**config.mk**
```make
export PLATFORM = sky130hd
export DESIGN_NAME = boot_loader
export DESIGN_NICKNAME = d
export VERILOG_FILES = /design/src/rtl/boot_pkg.sv /design/src/rtl/boot_word_assembler.sv /design/src/rtl/boot_loader.sv
export SDC_FILE = /design/constraint.sdc
export NUM_CORES = 1
export LEC_CHECK = 0
export ABC_AREA = 1
export ABC_CLOCK_PERIOD_IN_PS = 2150
export CORE_MARGIN = 1.5
export CORE_UTILIZATION = 52
export DETAILED_ROUTE_END_ITERATION = 8
export GPL_ROUTABILITY_DRIVEN = 0
export PLACE_DENSITY = 0.8
export SLEW_MARGIN = 20
export SYNTH_ARGS = -nofsm -noshare
export SYNTH_HDL_FRONTEND = slang
export SYNTH_SLANG_ARGS = --single-unit
```
**constraint.sdc**
```tcl
create_clock -name clk -period 2.15 [get_ports clk]
set_input_delay 0.43 -clock clk [delete_from_list [all_inputs] [get_ports clk]]
set_output_delay 0.43 -clock clk [all_outputs]
set_load 0.1 [all_outputs]
```
**src/rtl/boot_pkg.sv**
```systemverilog
`default_nettype none
// +-----------------------------------------------------------------------+
// | boot_pkg : shared state encoding and stream layout for the boot loader |
// | Rev 1.0                                                               |
// +-----------------------------------------------------------------------+
package boot_pkg;

  localparam int HDR_BYTES      = 4;
  localparam int BYTES_PER_WORD = 4;

  typedef logic [15:0] hdr_field_t;

  typedef struct packed {
    hdr_field_t pc;
    hdr_field_t n;
  } boot_header_t;

  typedef enum logic [3:0] {
    S_H_PC0 = 4'd0,
    S_H_PC1 = 4'd1,
    S_H_N0  = 4'd2,
    S_H_N1  = 4'd3,
    S_DATA  = 4'd4,
    S_WRITE = 4'd5,
    S_CSUM  = 4'd6,
    S_HOLD  = 4'd7,
    S_RUN   = 4'd8,
    S_ERROR = 4'd9
  } boot_state_t;

endpackage
`default_nettype wire

```
**src/rtl/boot_word_assembler.sv**
```systemverilog
`default_nettype none
// +-----------------------------------------------------------------------+
// | boot_word_assembler : gathers little-endian bytes into one data word  |
// | Rev 1.0                                                               |
// +-----------------------------------------------------------------------+
module boot_word_assembler
  import boot_pkg::*;
#(
  parameter int DATA_WIDTH = 32
) (
  input  logic                  clk,
  input  logic                  reset,
  input  logic                  clear,
  input  logic [7:0]            byte_data,
  input  logic                  byte_fire,
  output logic [DATA_WIDTH-1:0] word,
  output logic                  word_valid
);

  localparam int IDX_W = $clog2(BYTES_PER_WORD);

  logic [IDX_W-1:0] byte_idx;

  assign word_valid = byte_fire && (byte_idx == IDX_W'(BYTES_PER_WORD - 1));

  // Shifting in from the top leaves the first byte in the least significant lane.
  always_ff @(posedge clk) begin
    if (reset || clear) begin
      byte_idx <= '0;
      word     <= '0;
    end else if (byte_fire) begin
      byte_idx <= byte_idx + IDX_W'(1);
      word     <= {byte_data, word[DATA_WIDTH-1:8]};
    end
  end

endmodule
`default_nettype wire

```
**src/rtl/boot_loader.sv**
```systemverilog
`default_nettype none
// +-----------------------------------------------------------------------+
// | boot_loader : parses a boot stream, programs SRAM, then releases core |
// | Option macro: BOOT_CHECKSUM_EN (trailing XOR byte check)              |
// | Rev 1.0                                                               |
// +-----------------------------------------------------------------------+
module boot_loader
  import boot_pkg::*;
#(
  parameter int ADDR_WIDTH = 15,
  parameter int DATA_WIDTH = 32,
  parameter int RESET_HOLD = 4
) (
  input  logic                  clk,
  input  logic                  reset,
  input  logic                  reload,
  input  logic [7:0]            in_data,
  input  logic                  in_valid,
  output logic                  in_ready,
  output logic [ADDR_WIDTH-1:0] sram_addr,
  output logic [DATA_WIDTH-1:0] sram_data,
  output logic                  sram_en,
  output logic                  sram_sel,
  output logic                  sram_we,
  output logic                  bus_own,
  output logic                  cpu_reset,
  output logic [ADDR_WIDTH-1:0] pc_init,
  output logic                  done,
  output logic                  error
);

  localparam logic [31:0] DEPTH  = 32'(1) << ADDR_WIDTH;
  localparam int          HOLD_W = (RESET_HOLD > 2) ? $clog2(RESET_HOLD) : 1;

  boot_state_t            state, state_nxt, end_state;
  logic [7:0]             hdr_lo;
  hdr_field_t             n_now, n_words;
  logic [ADDR_WIDTH:0]    word_cnt;
  logic [HOLD_W-1:0]      hold_cnt;
  logic                   accept, data_fire, word_valid, last_word, hold_done;
  logic [DATA_WIDTH-1:0]  asm_word;

  assign accept    = in_valid && in_ready;
  assign data_fire = accept && (state == S_DATA);
  assign n_now     = {in_data, hdr_lo};
  assign last_word = (32'(word_cnt) + 32'd1) == 32'(n_words);
  assign hold_done = (32'(hold_cnt) + 32'd1) >= 32'(RESET_HOLD);

`ifdef BOOT_CHECKSUM_EN
  logic [7:0] csum;

  assign end_state = S_CSUM;

  always_ff @(posedge clk) begin
    if (reset || reload) begin
      csum <= '0;
    end else if (accept && (state != S_CSUM)) begin
      csum <= csum ^ in_data;
    end
  end
`else
  assign end_state = S_HOLD;
`endif

  boot_word_assembler #(
    .DATA_WIDTH (DATA_WIDTH)
  ) u_asm (
    .clk        (clk),
    .reset      (reset),
    .clear      (reload),
    .byte_data  (in_data),
    .byte_fire  (data_fire),
    .word       (asm_word),
    .word_valid (word_valid)
  );

  always_ff @(posedge clk) begin
    if (reset || reload) state <= S_H_PC0;
    else                 state <= state_nxt;
  end

  always_comb begin
    state_nxt = state;
    in_ready  = 1'b0;
    case (state)
      S_H_PC0: begin
        in_ready = 1'b1;
        if (in_valid) state_nxt = S_H_PC1;
      end
      S_H_PC1: begin
        in_ready = 1'b1;
        if (in_valid) state_nxt = S_H_N0;
      end
      S_H_N0: begin
        in_ready = 1'b1;
        if (in_valid) state_nxt = S_H_N1;
      end
      S_H_N1: begin
        in_ready = 1'b1;
        if (in_valid) begin
          if (n_now == '0)                 state_nxt = end_state;
          else if (32'(n_now) > DEPTH)     state_nxt = S_ERROR;
          else                             state_nxt = S_DATA;
        end
      end
      S_DATA: begin
        in_ready = 1'b1;
        if (word_valid) state_nxt = S_WRITE;
      end
      S_WRITE: state_nxt = last_word ? end_state : S_DATA;
      S_CSUM: begin
`ifdef BOOT_CHECKSUM_EN
        in_ready = 1'b1;
        if (in_valid) state_nxt = (in_data == csum) ? S_HOLD : S_ERROR;
`else
        state_nxt = S_ERROR;
`endif
      end
      S_HOLD:  if (hold_done) state_nxt = S_RUN;
      S_RUN:   state_nxt = S_RUN;
      S_ERROR: state_nxt = S_ERROR;
      default: state_nxt = S_ERROR;
    endcase
  end

  // Header capture, word counter and post-load hold timer.
  always_ff @(posedge clk) begin
    if (reset || reload) begin
      hdr_lo   <= '0;
      n_words  <= '0;
      pc_init  <= '0;
      word_cnt <= '0;
      hold_cnt <= '0;
    end else begin
      if (accept && ((state == S_H_PC0) || (state == S_H_N0))) hdr_lo <= in_data;
      if (accept && (state == S_H_PC1)) pc_init <= ADDR_WIDTH'(n_now);
      if (accept && (state == S_H_N1))  n_words <= n_now;
      if (state == S_WRITE) word_cnt <= word_cnt + (ADDR_WIDTH + 1)'(1);
      hold_cnt <= (state == S_HOLD) ? hold_cnt + HOLD_W'(1) : '0;
    end
  end

  assign sram_en   = (state == S_WRITE);
  assign sram_sel  = sram_en;
  assign sram_we   = sram_en;
  assign sram_addr = word_cnt[ADDR_WIDTH-1:0];
  assign sram_data = asm_word;
  assign bus_own   = !((state == S_RUN) || (state == S_ERROR));
  assign cpu_reset = (state != S_RUN);
  assign done      = (state == S_RUN);
  assign error     = (state == S_ERROR);

endmodule
`default_nettype wire

```
==> run summary, run 1 <==
- 82 — ports placed on the boundary
- 31 — synth unique cells
- 14.2 um — Avg WL per Cell
- 2.20 nW — leakage power figure
- 81 — port buffer count
- 0.0676 ns — Final Worst Setup Slack
- 0.10 ns — clock transition at the register clock pins on the worst setup and hold paths after CTS
- 0 — EDFF count, synth
- 1.72 ns — Req. time, crit path
- 0% — share of flip-flops with an asynchronous set or reset after synthesis
- 0 — number of diodes added for antenna fixing
- 584 nW/um^2 — power per cell area
- 18600 um — first-pass GRT wire length
- register — kind of start point of the critical path
- 95.1 um — vertical die dimension
- 0.382 ns — worst slew pin tran
- 707 — Final Net Count
- 0 — number of max-slew violations in the final report
- 53.7% — effective utilization at floorplan
- 19.2% — fraction of final layout cells with drive strength greater than 1
- 0.0597 ns — pre-CTS setup slack
- 9 — cts bufs inserted
- 43.1% — portion of synthesized cell area occupied by the leading cell type
- 43.1% — portion of the post-synthesis area used by sequential elements
- 7.10 sq um — mean area per synthesized cell
- dfxtp_1 — leading area contributor after synthesis
- 96.9% — fin crit share
- 0 — antenna-violating nets left
- 95 — CTS sink count
- 2 — Max Root-Sink Buffers
- 8140 um — Final HPWL DP
- 11400 um — Total Wirelength
- 8220 sq um — standard cell core area
- 5510 sq um — final cell area excluding filler cells
- 36 — maximum number of pins on one net before global-route repair
- 95.1 um — floorplan die width
- 0 — final-report setup violation count
- 74.3% — headroom to the max-slew limit
- 0 — number of max-cap violations
- register to register — classification of the worst-slack hold path
- 3912 — vias in the first global route
- 2.08 ns — crit path time final
- 636 — nets in the synthesized netlist
- 621 — gate count after technology mapping
- 33 — number of core rows
- 0 — total DRC errors in the routed layout
- 0 — residual overflow from global routing
- 3 — H-tree depth
- 4361 — number of vias after detailed routing
- 2090 sq um — area of the multi-input gates
- 0 — final number of hold-violating endpoints
- 6 — TritonRoute pass-1 iters
- 786 — number of cells after detailed placement
- primary output — crit end category
- 11 — Max FO, Critical Path
- no — setup repair after global routing missed its margin
- dfxtp_1 — Synth Flop Type
- 0.480 GHz — highest clock frequency the design can meet
- register to primary output — critical path type
- 4410 sq um — cell area after synthesis
- 95 — post-synthesis sequential element count
- clkbuf_8 — cell at the root of the clock tree
- 9040 sq um — die area
- 5270 sq um — area post-placement
- finished, final reports clean — outcome
- 0.36 ns — clk_lat worst skew
- 0.433 ns — WHS
- 215 — initial detailed-routing violation count
- 1910 sq um — area used by sequential logic in the layout
- 0 — number of warning messages in the yosys log
- 24.9% — area delta synth->final
- 0 — antenna violations before repair
- 0 — Post CTS Setup Buffer Count
- 1.65 ns — signal arrival time at the worst endpoint
- 802 — fin cells
- 26.1% — global-route total usage across every layer
- 0.437 mV — maximum vdd drop
- 691 — number of filler instances in the final layout
- 0.0126 ns — Final Skew
- 5.44 — via density per instance
- done — clock tree from TritonCTS
- dfxtp_1, nand2_1, a21oi_1, nand3_1, o21ai_0 — top area cells in the synthesized netlist
-- worst max-delay path, cell delays in order, from the launching register on --
cell,delay [ns]
dfxtp_2,0.35
inv_1,0.10
nand2_1,0.18
nor2_2,0.23
buf_4,0.25
buf_12,0.20
-- layout by cell type (no fill, tap or decap), types with 3 or more instances in the layout --
cell | synthesis | routed
o21ai_0 | 51 | 50
nor2_2 | 4 | 6
clkbuf_8 | 0 | 9
xor2_1 | 3 | 3
nand2_1 | 116 | 115
clkdlybuf4s50_1 | 0 | 11
nand3_1 | 74 | 74
dfxtp_1 | 95 | 91
inv_1 | 58 | 57
o211ai_1 | 4 | 4
nor2_4 | 3 | 5
nor2_1 | 52 | 48
dfxtp_2 | 0 | 4
nand2_2 | 2 | 3
nand4_1 | 10 | 10
buf_4 | 17 | 83
a21oi_1 | 77 | 77
nor3_1 | 4 | 4
buf_12 | 0 | 10
-- worst paths after layout --
kind / startpoint / endpoint / slack (ns) / depth (start not counted)
max: state[3] / sram_we / 0.07 / 5
min: hold_cnt[0] / hold_cnt[0] / 0.43 / 1
max reg2reg: word_cnt[3] / state[1] / 0.13 / 10
min reg2reg: hold_cnt[0] / hold_cnt[0] / 0.43 / 1
-- synthesized netlist by cell type, drive strengths merged, types with 2 or more instances --
| library cell | n |
|---|---|
| a211oi | 2 |
| buf | 17 |
| o211ai | 4 |
| nand3 | 74 |
| clkinv | 2 |
| xor3 | 2 |
| or2 | 3 |
| nand2 | 118 |
| dfxtp | 95 |
| inv | 59 |
| a31oi | 2 |
| ha | 3 |
| xor2 | 3 |
| nand4 | 10 |
| o31ai | 2 |
| nor3 | 4 |
| o21ai | 52 |
| clkbuf | 27 |
| a21oi | 78 |
| nor2 | 59 |
| nand3b | 2 |
-- through the flow --
| stage | setup TNS [ns] | utilization (%) | total power [W] |
|---|---|---|---|
| floorplan | -0.528 | - | 0.00193 |
| global placement | 0 | 64.1 | 0.00201 |
| detailed placement | 0 | 64.1 | 0.00201 |
| CTS | 0 | 66.7 | 0.00323 |
| global route | 0 | 67.0 | 0.00331 |
| finish | 0 | 67.0 | 0.00321 |
-- where the power goes --
part / switching, W / total [W] / internal [W]
Combinational: 0.000136 / 0.000198 / 0.0000620
Clock: 0.000674 / 0.00124 / 0.000563
Sequential: 0.00000778 / 0.00178 / 0.00177
Total: 0.000817 / 0.00321 / 0.00240
-- sequential cells by signal (all words and copies together), names as in the netlist --
signal          count
n_words            16
word_cnt           16
u_asm.byte_idx      2
state               4
pc_init            15
u_asm.word         32
hdr_lo              8
hold_cnt            2
-- repair_timing --
item,in CTS,in global routing
endpoints found under the setup margin,0,2
resized for setup,0,8
hold buffers,0,0
-- final cells by class --
class                           instances  share of cell area (%)
Inverter                               61                    4.23
Multi-Input combinational cell        421                    38.0
Tap cell                              105                    2.39
Clock inverter                          7                    1.57
Clock buffer                            9                    2.25
Sequential cell                        95                    34.6
Timing Repair Buffer                  104                    17.0
-- kinds of logic (layout without fill, tap and decap cells) --
group / after synthesis / after routing / share of synthesized area [%]
simple gates: 270 / 270 / 27.0
compound gates: 142 / 142 / 16.8
flops: 95 / 95 / 43.1
fa+ha+maj: 3 / 3 / 0.851
buf+inv: 105 / 181 / 10.4
xor+xnor: 6 / 6 / 1.87
-- routing by layer --
metal	up-vias	wire length, um	GRT usage, %
li1	2181	-	-
met1	2008	4990	34.3
met2	154	5390	42.5
met3	18	847	5.42
met4	0	181	8.71
met5	-	0	0
Note: power is estimated with default switching activity, not from simulation.
==> run 2: changes to the inputs <==
GPL_ROUTABILITY_DRIVEN = not set   (was 0)
PLACE_DENSITY = 0.92   (was 0.8)
==> run summary, run 2 (synthesized netlist as in run 1, its figures left out) <==
- finished, final reports clean — outcome
- inv_1 > nand2_1 > nor2_2 > buf_4 > buf_12 — ordered list of cells on the worst path
- 0 — number of max-cap violations, unchanged
- 0 — total DRC errors in the routed layout, unchanged
- 4127 — vias in the first global route, +5.5%
- 15 — Max FO, Critical Path, +4
- register — kind of start point of the critical path
- 33 — number of core rows, unchanged
- 14.5 um — Avg WL per Cell, +1.7%
- 8280 um — Final HPWL DP, +1.7%
- u_asm.word: 32 flops, n_words: 16 flops, word_cnt: 16 flops — biggest registers after layout
- 38 — maximum number of pins on one net before global-route repair, +5.6%
- 0 — number of max-slew violations in the final report, unchanged
- 3 — Critical path buffers and inverters, unchanged
- done — clock tree from TritonCTS
- 95 — CTS sink count, unchanged
- 26.7% — global-route total usage across every layer, +0.66 points
- 578 nW/um^2 — power per cell area, -0.97%
- nand2_1, dfxtp_1, buf_4 — top library cells by usage in the layout, fill and taps aside
- 0.0378 ns — pre-CTS setup slack, -0.0219 ns
- 0.411 mV — maximum vdd drop, -6.0%
- 81 — port buffer count, unchanged
- register to primary output — critical path type
- 66.3% — headroom to the max-slew limit, -8.0 points
- 0 — antenna-violating nets left, unchanged
- 0.37 ns — clk_lat worst skew, about the same
- 8220 sq um — standard cell core area, unchanged
- 19.0% — fraction of final layout cells with drive strength greater than 1, -0.21 points
- register to register — classification of the worst-slack hold path
- 0.908 — weighted congestion at the end of routability-driven global placement
- 0.34 ns — delay of the slowest cell on the worst path, about the same
- 0.00946 ns — Final Skew, -0.00313 ns
- dfxtp_2 — cell type of the slowest stage on the worst timing path
- 256 — initial detailed-routing violation count, +19%
- nand2_1 — commonest non-fill, non-tap cell in the layout
- 32 — number of flip-flops in the largest register, unchanged
- 0 — number of diodes added for antenna fixing, unchanged
- primary output — crit end category
- u_asm.word — register bank with the most flops
- 24.0% — area delta synth->final
- 0 — residual overflow from global routing, unchanged
- 95.1 um — vertical die dimension, unchanged
- buffers and inverters — Top delay family on crit path
- 97.2% — fin crit share, +0.30 points
- 9 — cts bufs inserted, unchanged
- 704 — Final Net Count, -0.42%
- 66.6% — final core area utilization, -0.44 points
- 1.66 ns — signal arrival time at the worst endpoint, about the same
- 53.7% — effective utilization at floorplan, unchanged
- 5.59 — via density per instance, +2.9%
- 0 — count of hold buffers inserted by post-cts repair, unchanged
- 0 — antenna violations before repair, unchanged
- 2.09 ns — crit path time final, +0.00645 ns
- clkbuf_8 — cell at the root of the clock tree
- 0.501 ns — worst slew pin tran, +0.119 ns
- 5 — TritonRoute pass-1 iters, -1
- 2 — Max Root-Sink Buffers, unchanged
- 4470 — number of vias after detailed routing, +2.5%
- 11600 um — Total Wirelength, +1.3%
- 3 — H-tree depth, unchanged
- 9040 sq um — die area, unchanged
- 0.479 GHz — highest clock frequency the design can meet, -0.31%
- 82 — ports placed on the boundary, unchanged
- 2.19 nW — leakage power figure, -0.56%
- 0 — final-report setup violation count, unchanged
- 0.0612 ns — Final Worst Setup Slack, -0.00645 ns
- 19000 um — first-pass GRT wire length, +1.8%
- 0.09 ns — clock transition at the register clock pins on the worst setup and hold paths after CTS, about the same
- 1.72 ns — Req. time, crit path, about the same
- 0 — final number of hold-violating endpoints, unchanged
- 95.1 um — floorplan die width, unchanged
## run 2: cell type report
cell class              count  area, sq um
well taps                 105          131
fillers                   665         2750
clock buffers              10          138
repair buffers            101          923
multi-input cells         421         2080
inverters                  61          233
flip-flops and latches     95         1910
clock inverters             6         60.1
## run 2: timing repair
action	in CTS	in global routing
endpoints found under the setup margin	0	2
buffers inserted	0	0
endpoints found under the hold margin	0	0
resized for setup	0	7
## run 2: where the power goes
part | switching, W | internal, W | leakage, nW
logic | 0.000138 | 0.0000627 | 1.31
clock network | 0.000695 | 0.000485 | 0.103
registers | 0.00000810 | 0.00177 | 0.769
## run 2: through the flow
stage | area (sq um) | hold slack, ns | TNS [ns] | cells | total power (W)
detailed placement | 5260 | 0.419 | 0 | 783 | 0.00202
finish | 5470 | 0.439 | 0 | 799 | 0.00316
global route | 5470 | 0.448 | -0.0107 | 799 | 0.00327
floorplan | 4440 | 0.398 | -0.528 | 621 | 0.00193
global placement | 5260 | 0.406 | 0 | 783 | 0.00201
CTS | 5460 | 0.433 | 0 | 799 | 0.00317
## run 2: metal layers
| metal | up-vias | global-route usage [%] | wire length (um) |
|---|---|---|---|
| met5 | - | 0 | 0 |
| met4 | 0 | 10.1 | 205 |
| met3 | 21 | 6.86 | 934 |
| met2 | 173 | 44.1 | 5590 |
| met1 | 2095 | 33.5 | 4840 |
| li1 | 2181 | - | - |
## run 2: worst reg2reg max path: cells and delay by family, from the launching register on
| kind | cells | cell delay [ns] |
|---|---|---|
| buffers and inverters | 3 | 0.46 |
| AND/OR/NAND/NOR | 5 | 0.67 |
| AO/OA/AOI/OAI | 3 | 0.36 |
| flip-flops | 1 | 0.44 |
## run 2: worst paths after layout
check | from | end | slack (ns) | cells after the start
setup / recovery | state[3] | sram_sel | 0.06 | 5
hold / removal | hold_cnt[0] | hold_cnt[0] | 0.44 | 1
setup reg to reg | state[0] | state[0] | 0.12 | 11
hold reg to reg | hold_cnt[0] | hold_cnt[0] | 0.44 | 1
